### config.mk
export PLATFORM = sky130hd
export DESIGN_NAME = booth_multiplier_ctrl
export DESIGN_NICKNAME = d
export VERILOG_FILES = /design/src/rtl/booth_multiplier_ctrl.sv
export SDC_FILE = /design/constraint.sdc
export NUM_CORES = 1
export LEC_CHECK = 0
export BUFFER_PORTS_ARGS = -buffer_cell sky130_fd_sc_hd__buf_2
export CORE_MARGIN = 5
export CORE_UTILIZATION = 52
export CTS_CLUSTER_DIAMETER = 200
export DETAILED_ROUTE_END_ITERATION = 16
export GPL_ROUTABILITY_DRIVEN = 0
export PLACE_DENSITY = 0.94
export SLEW_MARGIN = 40
export SYNTH_ARGS = -nofsm -noshare
export SYNTH_HDL_FRONTEND = slang
export SYNTH_SLANG_ARGS = --single-unit
export TNS_END_PERCENT = 50
### constraint.sdc
create_clock -name clk -period 3.9 [get_ports clk]
set_clock_uncertainty 0.2 [all_clocks]
set_input_delay 0.78 -clock clk [delete_from_list [all_inputs] [get_ports clk]]
set_output_delay 0.78 -clock clk [all_outputs]
set_load 0.1 [all_outputs]
### src/rtl/booth_multiplier_ctrl.sv
// booth_multiplier_ctrl
// Sequential radix-2 Booth multiplier, signed WIDTH x WIDTH -> 2*WIDTH.
// Drives an external combinational multiplier_adder every cycle, takes its
// result back on add_out and performs the arithmetic right shift of {A,Q,Q_1}.
//
// Ports:
//   clk, reset            single clock, synchronous active-high reset
//   start                 operation request, sampled only in IDLE
//   multiplicand (M)      signed operand, captured on accepted start
//   multiplier   (Q)      signed operand, captured on accepted start
//   busy                  high while the iteration loop runs (32 cycles)
//   done                  one-cycle pulse, product valid
//   product               signed result register, held until next completion
//   add_a / add_b         adder operands: accumulator A and multiplicand M
//   add_sel0 / add_sel1   adder op select (combinational): sel1=0 pass a,
//                         sel1=1 & sel0=1 add, sel1=1 & sel0=0 subtract
//   add_out               adder result (combinational from add_a/add_b/sels)

module booth_multiplier_ctrl #(
    parameter int unsigned WIDTH = 32,
    parameter int unsigned CNT_W = 6
) (
    input  logic                 clk,
    input  logic                 reset,
    input  logic                 start,
    input  logic [WIDTH-1:0]     multiplicand,
    input  logic [WIDTH-1:0]     multiplier,
    output logic                 busy,
    output logic                 done,
    output logic [2*WIDTH-1:0]   product,
    output logic [WIDTH-1:0]     add_a,
    output logic [WIDTH-1:0]     add_b,
    output logic                 add_sel0,
    output logic                 add_sel1,
    input  logic [WIDTH-1:0]     add_out
);

    localparam int unsigned PROD_W = 2 * WIDTH;
    localparam logic [CNT_W-1:0] LAST_CNT = CNT_W'(WIDTH - 1);

    typedef enum logic [1:0] {
        ST_IDLE = 2'd0,
        ST_CALC = 2'd1,
        ST_DONE = 2'd2
    } state_e;

    state_e              state_q, state_d;
    logic [WIDTH-1:0]    a_q, a_d;
    logic [WIDTH-1:0]    q_q, q_d;
    logic                q1_q, q1_d;
    logic [WIDTH-1:0]    m_q, m_d;
    logic [CNT_W-1:0]    count_q, count_d;
    logic [PROD_W-1:0]   product_q, product_d;
    logic                busy_q, busy_d;
    logic                done_q, done_d;

    logic                a_msb;
    logic                m_msb;
    logic                r_msb;
    logic                add_ovf;
    logic                sub_ovf;
    logic                shift_sign;
    logic [WIDTH-1:0]    a_shift;
    logic [WIDTH-1:0]    q_shift;
    logic                q1_shift;

    assign add_a   = a_q;
    assign add_b   = m_q;
    assign busy    = busy_q;
    assign done    = done_q;
    assign product = product_q;

    // Booth pair decode {Q[0],Q_1} -> adder operation, only active in CALC
    always_comb begin
        add_sel0 = 1'b0;
        add_sel1 = 1'b0;
        if (state_q == ST_CALC) begin
            case ({q_q[0], q1_q})
                2'b01: begin
                    add_sel1 = 1'b1;
                    add_sel0 = 1'b1;
                end
                2'b10: begin
                    add_sel1 = 1'b1;
                    add_sel0 = 1'b0;
                end
                default: begin
                    add_sel1 = 1'b0;
                    add_sel0 = 1'b0;
                end
            endcase
        end
    end

    // Shift-in bit is the sign of the exact (WIDTH+1)-bit sum/difference,
    // recovered from the truncated adder result via the overflow flag.
    always_comb begin
        a_msb   = a_q[WIDTH-1];
        m_msb   = m_q[WIDTH-1];
        r_msb   = add_out[WIDTH-1];
        add_ovf = (a_msb == m_msb) && (r_msb != a_msb);
        sub_ovf = (a_msb != m_msb) && (r_msb != a_msb);
        shift_sign = a_msb;
        if (add_sel1) begin
            shift_sign = add_sel0 ? (r_msb ^ add_ovf) : (r_msb ^ sub_ovf);
        end
        a_shift  = {shift_sign, add_out[WIDTH-1:1]};
        q_shift  = {add_out[0], q_q[WIDTH-1:1]};
        q1_shift = q_q[0];
    end

    // Next-state and register-input logic
    always_comb begin
        state_d   = state_q;
        a_d       = a_q;
        q_d       = q_q;
        q1_d      = q1_q;
        m_d       = m_q;
        count_d   = count_q;
        product_d = product_q;
        busy_d    = 1'b0;
        done_d    = 1'b0;

        case (state_q)
            ST_IDLE: begin
                if (start) begin
                    m_d     = multiplicand;
                    q_d     = multiplier;
                    a_d     = '0;
                    q1_d    = 1'b0;
                    count_d = '0;
                    state_d = ST_CALC;
                    busy_d  = 1'b1;
                end
            end
            ST_CALC: begin
                a_d     = a_shift;
                q_d     = q_shift;
                q1_d    = q1_shift;
                count_d = count_q + CNT_W'(1);
                if (count_q == LAST_CNT) begin
                    product_d = {a_shift, q_shift};
                    done_d    = 1'b1;
                    state_d   = ST_DONE;
                end else begin
                    busy_d = 1'b1;
                end
            end
            ST_DONE: begin
                state_d = ST_IDLE;
            end
            default: begin
                state_d = ST_IDLE;
            end
        endcase
    end

    // State registers with synchronous reset
    always_ff @(posedge clk) begin
        if (reset) begin
            state_q   <= ST_IDLE;
            a_q       <= '0;
            q_q       <= '0;
            q1_q      <= 1'b0;
            m_q       <= '0;
            count_q   <= '0;
            product_q <= '0;
            busy_q    <= 1'b0;
            done_q    <= 1'b0;
        end else begin
            state_q   <= state_d;
            a_q       <= a_d;
            q_q       <= q_d;
            q1_q      <= q1_d;
            m_q       <= m_d;
            count_q   <= count_d;
            product_q <= product_d;
            busy_q    <= busy_d;
            done_q    <= done_d;
        end
    end

endmodule

Word-level counts from Yosys, hierarchy flattened

Cells that the tools add are included.

Add/subtract/negate cells: 1
Mux-type cells: 21
Bitwise operators: 3
Reductions and logical operators: 10
Eq/ne operators: 9

Operator list:

| kind                  | count |
|---|---|
| $pmux W32 S2          | 2 |
| $mux W32              | 2 |
| $pmux W6 S2           | 1 |
| $mux W1               | 10 |
| $reduce_and A2 Y1     | 4 |
| $add A6 B1 Y6 const B | 1 |
| $eq A6 B5 Y1 const B  | 1 |
| $mux W6               | 1 |
| $eq A2 B1 Y1 const B  | 2 |
| $mux W2               | 2 |
| $pmux W1 S2           | 2 |
| $pmux W2 S2           | 1 |
| $reduce_or A2 Y1      | 2 |
| $eq A2 B2 Y1 const B  | 1 |
| $logic_and A1 B1 Y1   | 2 |
| $logic_not A2 Y1      | 1 |
| $ne A1 B1 Y1          | 2 |
| $ne A2 B1 Y1 const B  | 1 |
| $ne A2 B2 Y1 const B  | 1 |
| $reduce_bool A2 Y1    | 1 |
| $xor A1 B1 Y1         | 2 |
| $eq A1 B1 Y1          | 1 |
| $not A1 Y1            | 1 |

Input port bits: 99
Register bits: 171
Output and inout port bits: 132
Word-level logic and storage cells: 53

Depth between registers and ports, before layout

Gate-level depths: netlist (run 1).

Depth after elaboration: 6
Depth in mapped cells: 6

Worst setup path before layout (run 1)

OpenSTA, ideal clock, no wires.

Path type: reg-to-output
Start point: reg state_q[1]
End point: out add_sel1
Stages on the path, launching flop included: 4
Required time: 2.920 ns
Data arrival time: 1.982 ns
Slack: 0.938 ns
Buffers on the path: 1
Cell sequence: dfxtp_1 -> nand2b_2 -> clkbuf_1 -> nor2_1

Word-level cells in the longest chain between the ends: 2

RTL lines:

| element                  | RTL line | text |
|---|---|---|
| start: declaration       | 47       | `state_e state_q, state_d;` |
| start signal: assignment | 171      | `state_q <= state_d;` |
| $eq A2 B1 Y1             | 77       | `if (state_q == ST_CALC) begin` |
| $mux W1                  | 77       |  |
| end: declaration         | 34       | `output logic add_sel1,` |

No other way between the ends.

Worst setup path in the final report (run 1)

Start point: reg q_q[0]
End point: out add_sel1

Word-level cells in the longest chain between the ends: 4
Elaborated cells on any way between the ends: 5

RTL lines:

| element                                             | RTL line | text |
|---|---|---|
| start: declaration                                  | 49       | `logic [WIDTH-1:0] q_q, q_d;` |
| start signal: assignment                            | 173      | `q_q <= q_d;` |
| $eq A2 B2 Y1 / $eq A2 B1 Y1 (equally long branches) | 78       | `case ({q_q[0], q1_q})` |
| $reduce_or A2 Y1 (no source line) *                 | n/a      |  |
| $mux W1 *                                           | 78       |  |
| $mux W1 *                                           | 77       |  |

Mark *: on every way between the ends. The rest lies on a longest branch, timed or not.

==> results of run 1 <==
-- synthesized netlist by cell type (all sizes together) --
master  number
ha           2
inv          1
nand3b       1
or2          1
a21oi       35
nand4        1
nor3         1
nor2b        1
o311ai       1
nand2b       1
o211ai       2
a311oi      35
a31oi        2
a22o        64
nor4         2
a41oi        1
buf         33
nand2      134
xnor2        1
and2b        1
nor2        74
a211oi       1
a22oi       33
and2         2
nand3        2
dfxtp      171
clkbuf      22
o21ai        5
-- power breakdown --
group	internal [mW]	leakage [nW]	switching, mW
sequential	1.82	1.39	0.0461
clock	1.03	0.285	0.695
combinational	0.128	1.90	0.455
-- worst min path at each step --
stage                     startpoint     endpoint  depth (start not counted)
after global placement     add_b[28]    add_b[28]                          2
after detailed placement   add_b[18]    add_b[18]                          2
after global routing       add_b[29]    add_b[29]                          2
after CTS                   add_b[9]     add_b[9]                          2
after floorplan              q_q[11]  product[10]                          1
final                       add_b[9]     add_b[9]                          2
-- worst reg2reg max path, stage by stage, from the launching register on --
cell,delay (ps)
dfxtp_1,430
nand2b_4,460
nor3_2,130
nor2_4,90
buf_4,560
a22o_1,310
-- cell type report --
| class | count | area (um^2) |
|---|---|---|
| Clock buffer | 18 | 439 |
| Clock inverter | 14 | 169 |
| Fill cell | 902 | 3690 |
| Inverter | 1 | 3.75 |
| Multi-Input combinational cell | 403 | 2320 |
| Sequential cell | 171 | 3420 |
| Tap cell | 143 | 179 |
| Timing Repair Buffer | 235 | 1190 |
-- flip-flops by register name, indices dropped and copies added (netlist names) --
name,count
state_q,2
add_b,32
add_a,32
busy,1
q_q,32
count_q,6
product,64
done,1
q1_q,1
-- metrics by stage --
stage	util [%]	power, mW	std cells
2_1_floorplan	-	2.35	630
3_3_place_gp	62.2	2.47	953
3_5_place_dp	62.3	2.48	953
4_1_cts	67.6	4.19	985
5_1_grt	67.7	4.33	985
6_report	67.7	4.17	985
-- kinds of logic after synthesis --
kind of cell | after synthesis | share of synthesized area, %
AOI/OAI and AO/OA | 179 | 22.7
buffers and inverters | 56 | 5.35
and+or+nand+nor | 221 | 14.7
DFF | 171 | 56.7
xor gates and xnor gates | 1 | 0.145
adders and majority gates | 2 | 0.415
-- routing by layer --
layer	vias up	GRT usage, %	part of all wire [%]
met5	-	0	0
met3	24	6.20	7.5
met4	0	9.46	1.9
met2	213	36.9	50
li1	2628	-	-
met1	2510	26.9	41
==> results.json, run 1 <==
{
  "status": "complete, no violations",
  "slew_viol_final": 0,
  "crit_path_top_delay_cell": "buf_2",
  "cp-start-kind": "flop",
  "pin_count": 231,
  "syn_nets": 731,
  "finalCritPeriodShare_pct": 71.0,
  "cp.buffers_inverters": 2,
  "fin_tns_setup_ps": 0,
  "path_cells": "inv_1 -> ha_1 -> nor2_1 -> buf_2",
  "clockBufferDepth": 2,
  "path_depth": 4,
  "port_buffers": 230,
  "avgViaCountPerCell": 5.46,
  "setup_viol": 0,
  "hold-worst-slack_ps": 252,
  "synth_cell_types": 32,
  "antenna_found_initial": 0,
  "grt_pass1_vias": 5221,
  "die_h_um": 118,
  "synth-seq-cells": 171,
  "r2r-end": "product[8]",
  "slew_headroom_pct": 47.7,
  "crit_required_ps": 2920,
  "wl_um": 15800,
  "max_cap_viol_count": 0,
  "num_antenna_cells": 0,
  "grt_max_degree": 107,
  "cts_sinks": 171,
  "num_rows": 39,
  "yosysTopAreaCell": "dfxtp_1",
  "cts_setup_buffers": 0,
  "die_w_um": 118,
  "synth_top_area_share_pct": 56.7,
  "worst-setup-path-type": "flop to primary output",
  "htreeDepth": 4,
  "cts_root_buffer": "clkbuf_16",
  "cts.clk_slew.worst_paths_ps": 60,
  "dr.first_iter.drc_count": 533,
  "ir_drop_mv": 0.372,
  "area_delta_synth_final_pct": 28.0,
  "dr.pass1.iters": 5,
  "cts_hold_buf": 0,
  "cp-endpoint": "add_sel1",
  "cts_resized": 0,
  "tightest_slew_ps": 785,
  "drive_above_1_share_pct": 32.9,
  "antenna_left": 0,
  "layout_setup_ws_ps": 1130,
  "die_area_um2": 13900,
  "crit_arrival_ps": 1790,
  "critical_path.top_delay_family": "buffers and inverters",
  "syn_avg_cell_area_um2": 9.58,
  "fin_crit_ps": 2770,
  "cts_tree": "done",
  "r2r_slack_ps": 1660,
  "grt_first_pass_wirelength_um": 25700,
  "nNetsFinal": 930,
  "insertion_delay_ps": 420,
  "max_stage_delay_ps": 450,
  "wl_per_cell_um": 16.1,
  "r2r-start": "state_q[1]",
  "place_ws_ps": 1290,
  "drc_errors": 0,
  "yosys_warnings": 0,
  "netlist_area_um2": 6040,
  "crit_start": "q_q[0]",
  "dp_hpwl_um": 10400,
  "start_util_pct": 52.9,
  "core_area_um2": 11400,
  "hold_viol": 0,
  "track_usage_pct": 22.2,
  "reg2reg_depth": 5,
  "overflow": 0,
  "final_common_cell": "buf_2",
  "clock.fmax_mhz": 361,
  "powerDensity_nw_per_um2": 540,
  "synth_cells": 630,
  "cp-end-kind": "primary output",
  "placed_area_um2": 7110,
  "hp-class": "flop to flop",
  "synth-seq-area-share_pct": 56.7,
  "path_max_fanout": 5,
  "leakage_nw": 3.58,
  "vias": 5375,
  "layout_common_cells": "buf_2, dfxtp_1, nand2_1",
  "synth_area_leaders": "dfxtp_1, a22o_1, nand2_1",
  "stdcell_area_um2": 7720,
  "rsz0062_at_grt": "no",
  "cts_buffers": 17
}
(Power assumes the default switching activity.)
==> inputs of run 2 (changes only) <==
- CORE_UTILIZATION: 52 -> 48
- PLACE_DENSITY: 0.94 -> 0.89
- clock period: 3.9 -> 2.66 ns (I/O delays scaled with it)
==> results.json, run 2 (synthesis results as in run 1) <==
{
  "dp_hpwl_um": 10900,
  "switchingPower_mw": 1.74,
  "start_util_pct": 48.4,
  "critical_path.top_delay_family": "buffers and inverters",
  "htreeDepth": 4,
  "dr.pass1.iters": 5,
  "die_w_um": 122,
  "swShare_pct": 27.0,
  "setup_viol": 0,
  "wl_met2_um": 8110,
  "crit_path_top_delay_cell": "dfxtp_1",
  "overflow": 0,
  "cts_hold_buf": 0,
  "met3_length_um": 1210,
  "ir_drop_mv": 0.697,
  "placed_area_um2": 7280,
  "avgViaCountPerCell": 5.32,
  "area_delta_synth_final_pct": 31.8,
  "top_layer_used": "met4",
  "drc_errors": 0,
  "nNetsFinal": 938,
  "hp-class": "input pin to flop",
  "core_area_um2": 12500,
  "antenna_found_initial": 0,
  "drive_above_1_share_pct": 33.1,
  "path_cells": "nand2b_2 -> buf_4 -> nor2_2 -> buf_12",
  "vias": 5434,
  "grt_pass1_vias": 5161,
  "cts_resized": 0,
  "drt-met1-wl_um": 6670,
  "final_common_cell": "buf_2",
  "pwr-share-clk_pct": 43.7,
  "n_fill_cell": 1063,
  "insertion_delay_ps": 420,
  "layout_common_cells": "buf_2, dfxtp_1, nand2_1",
  "largest_register_ffs": 64,
  "place_ws_ps": 499,
  "crit_arrival_ps": 1670,
  "antenna_left": 0,
  "max_cap_viol_count": 0,
  "tightest_slew_ps": 843,
  "powerDensity_nw_per_um2": 808,
  "power_frac_comb_pct": 13.8,
  "port_buffers": 230,
  "track_usage_pct": 21.6,
  "hold_viol": 0,
  "crit_required_ps": 1930,
  "cts.clk_slew.worst_paths_ps": 70,
  "dr.first_iter.drc_count": 548,
  "fin_tns_setup_ps": 0,
  "die_area_um2": 14900,
  "num_rows": 41,
  "clockBufferDepth": 2,
  "cp-end-kind": "primary output",
  "slew_viol_final": 0,
  "max_stage_delay_ps": 410,
  "leakage_nw": 3.67,
  "cts_buffers": 17,
  "internal-power_mw": 4.69,
  "cp-start-kind": "flop",
  "grt_max_degree": 107,
  "wl_um": 16400,
  "rsz0062_at_grt": "no",
  "die_h_um": 122,
  "wl_per_cell_um": 16.0,
  "cts_root_buffer": "clkbuf_16",
  "worst-setup-path-type": "flop to primary output",
  "p_seq_share_pct": 42.5,
  "finish.utilization_pct": 63.8,
  "pin_count": 231,
  "finalCritPeriodShare_pct": 90.5,
  "fin_crit_ps": 2410,
  "cts_tree": "done",
  "clock.fmax_mhz": 416,
  "cts_setup_buffers": 0,
  "slew_headroom_pct": 43.8,
  "cts_sinks": 171,
  "cp.buffers_inverters": 2,
  "path_max_fanout": 39,
  "layout_setup_ws_ps": 254,
  "stdcell_area_um2": 7960,
  "status": "complete, no violations",
  "grt_first_pass_wirelength_um": 25600,
  "num_antenna_cells": 0
}
run 2: cell count changes in the layout (fill, tap and decap cells not counted), moves of 2 or more:
cell	previous run	this run
clkinv_2	3	0
inv_6	3	1
buf_4	5	10
bufinv_16	3	6
buf_2	229	227
clkinvlp_4	5	3
buf_12	0	4
clkbuf_1	0	3
run 2: worst register-to-register path, cell delays in order (launching register included):
cell,delay (ps)
dfxtp_1,380
ha_1,290
nand4_2,230
nor3_2,270
nor2_4,160
buf_4,260
a22o_1,280
run 2: worst paths after layout:
kind / from / to / slack [ps] / cells after the start
setup reg to reg: count_q[0] / product[48] / 470 / 6
hold / removal: add_out[14] / product[45] / 130 / 2
setup / recovery: state_q[1] / add_sel1 / 250 / 4
hold reg to reg: add_b[21] / add_b[21] / 250 / 2
run 2: metrics by stage:
step | power (mW) | hold WS [ps] | std cells
CTS | 6.47 | 116 | 1022
detailed placement | 3.67 | 243 | 990
finish | 6.43 | 131 | 1022
floorplan | 3.45 | 265 | 630
global route | 6.65 | 117 | 1022
global placement | 3.65 | 238 | 989
run 2: metal layers:
metal,vias to the layer above,GRT usage [%]
met5,-,0
met4,0,9.10
met3,27,6.82
met2,206,35.7
met1,2555,25.9
li1,2646,-
run 2: layout make-up:
| class | count | area (um^2) | area share (%) |
|---|---|---|---|
| Clock buffer | 22 | 464 | 5.83 |
| Clock inverter | 10 | 211 | 2.66 |
| Inverter | 1 | 3.75 | 0.0472 |
| Multi-Input combinational cell | 403 | 2310 | 29.0 |
| Sequential cell | 171 | 3420 | 43.0 |
| Tap cell | 172 | 215 | 2.70 |
| Timing Repair Buffer | 243 | 1330 | 16.7 |
run 2: power groups by stage:
stage	Sequential, mW	Clock [mW]	Combinational [mW]
after floorplan	3.15	0	0.294
after global placement	2.78	0	0.867
after detailed placement	2.79	0	0.884
after CTS	2.73	2.86	0.890
after global routing	2.74	2.97	0.940
final	2.73	2.81	0.886
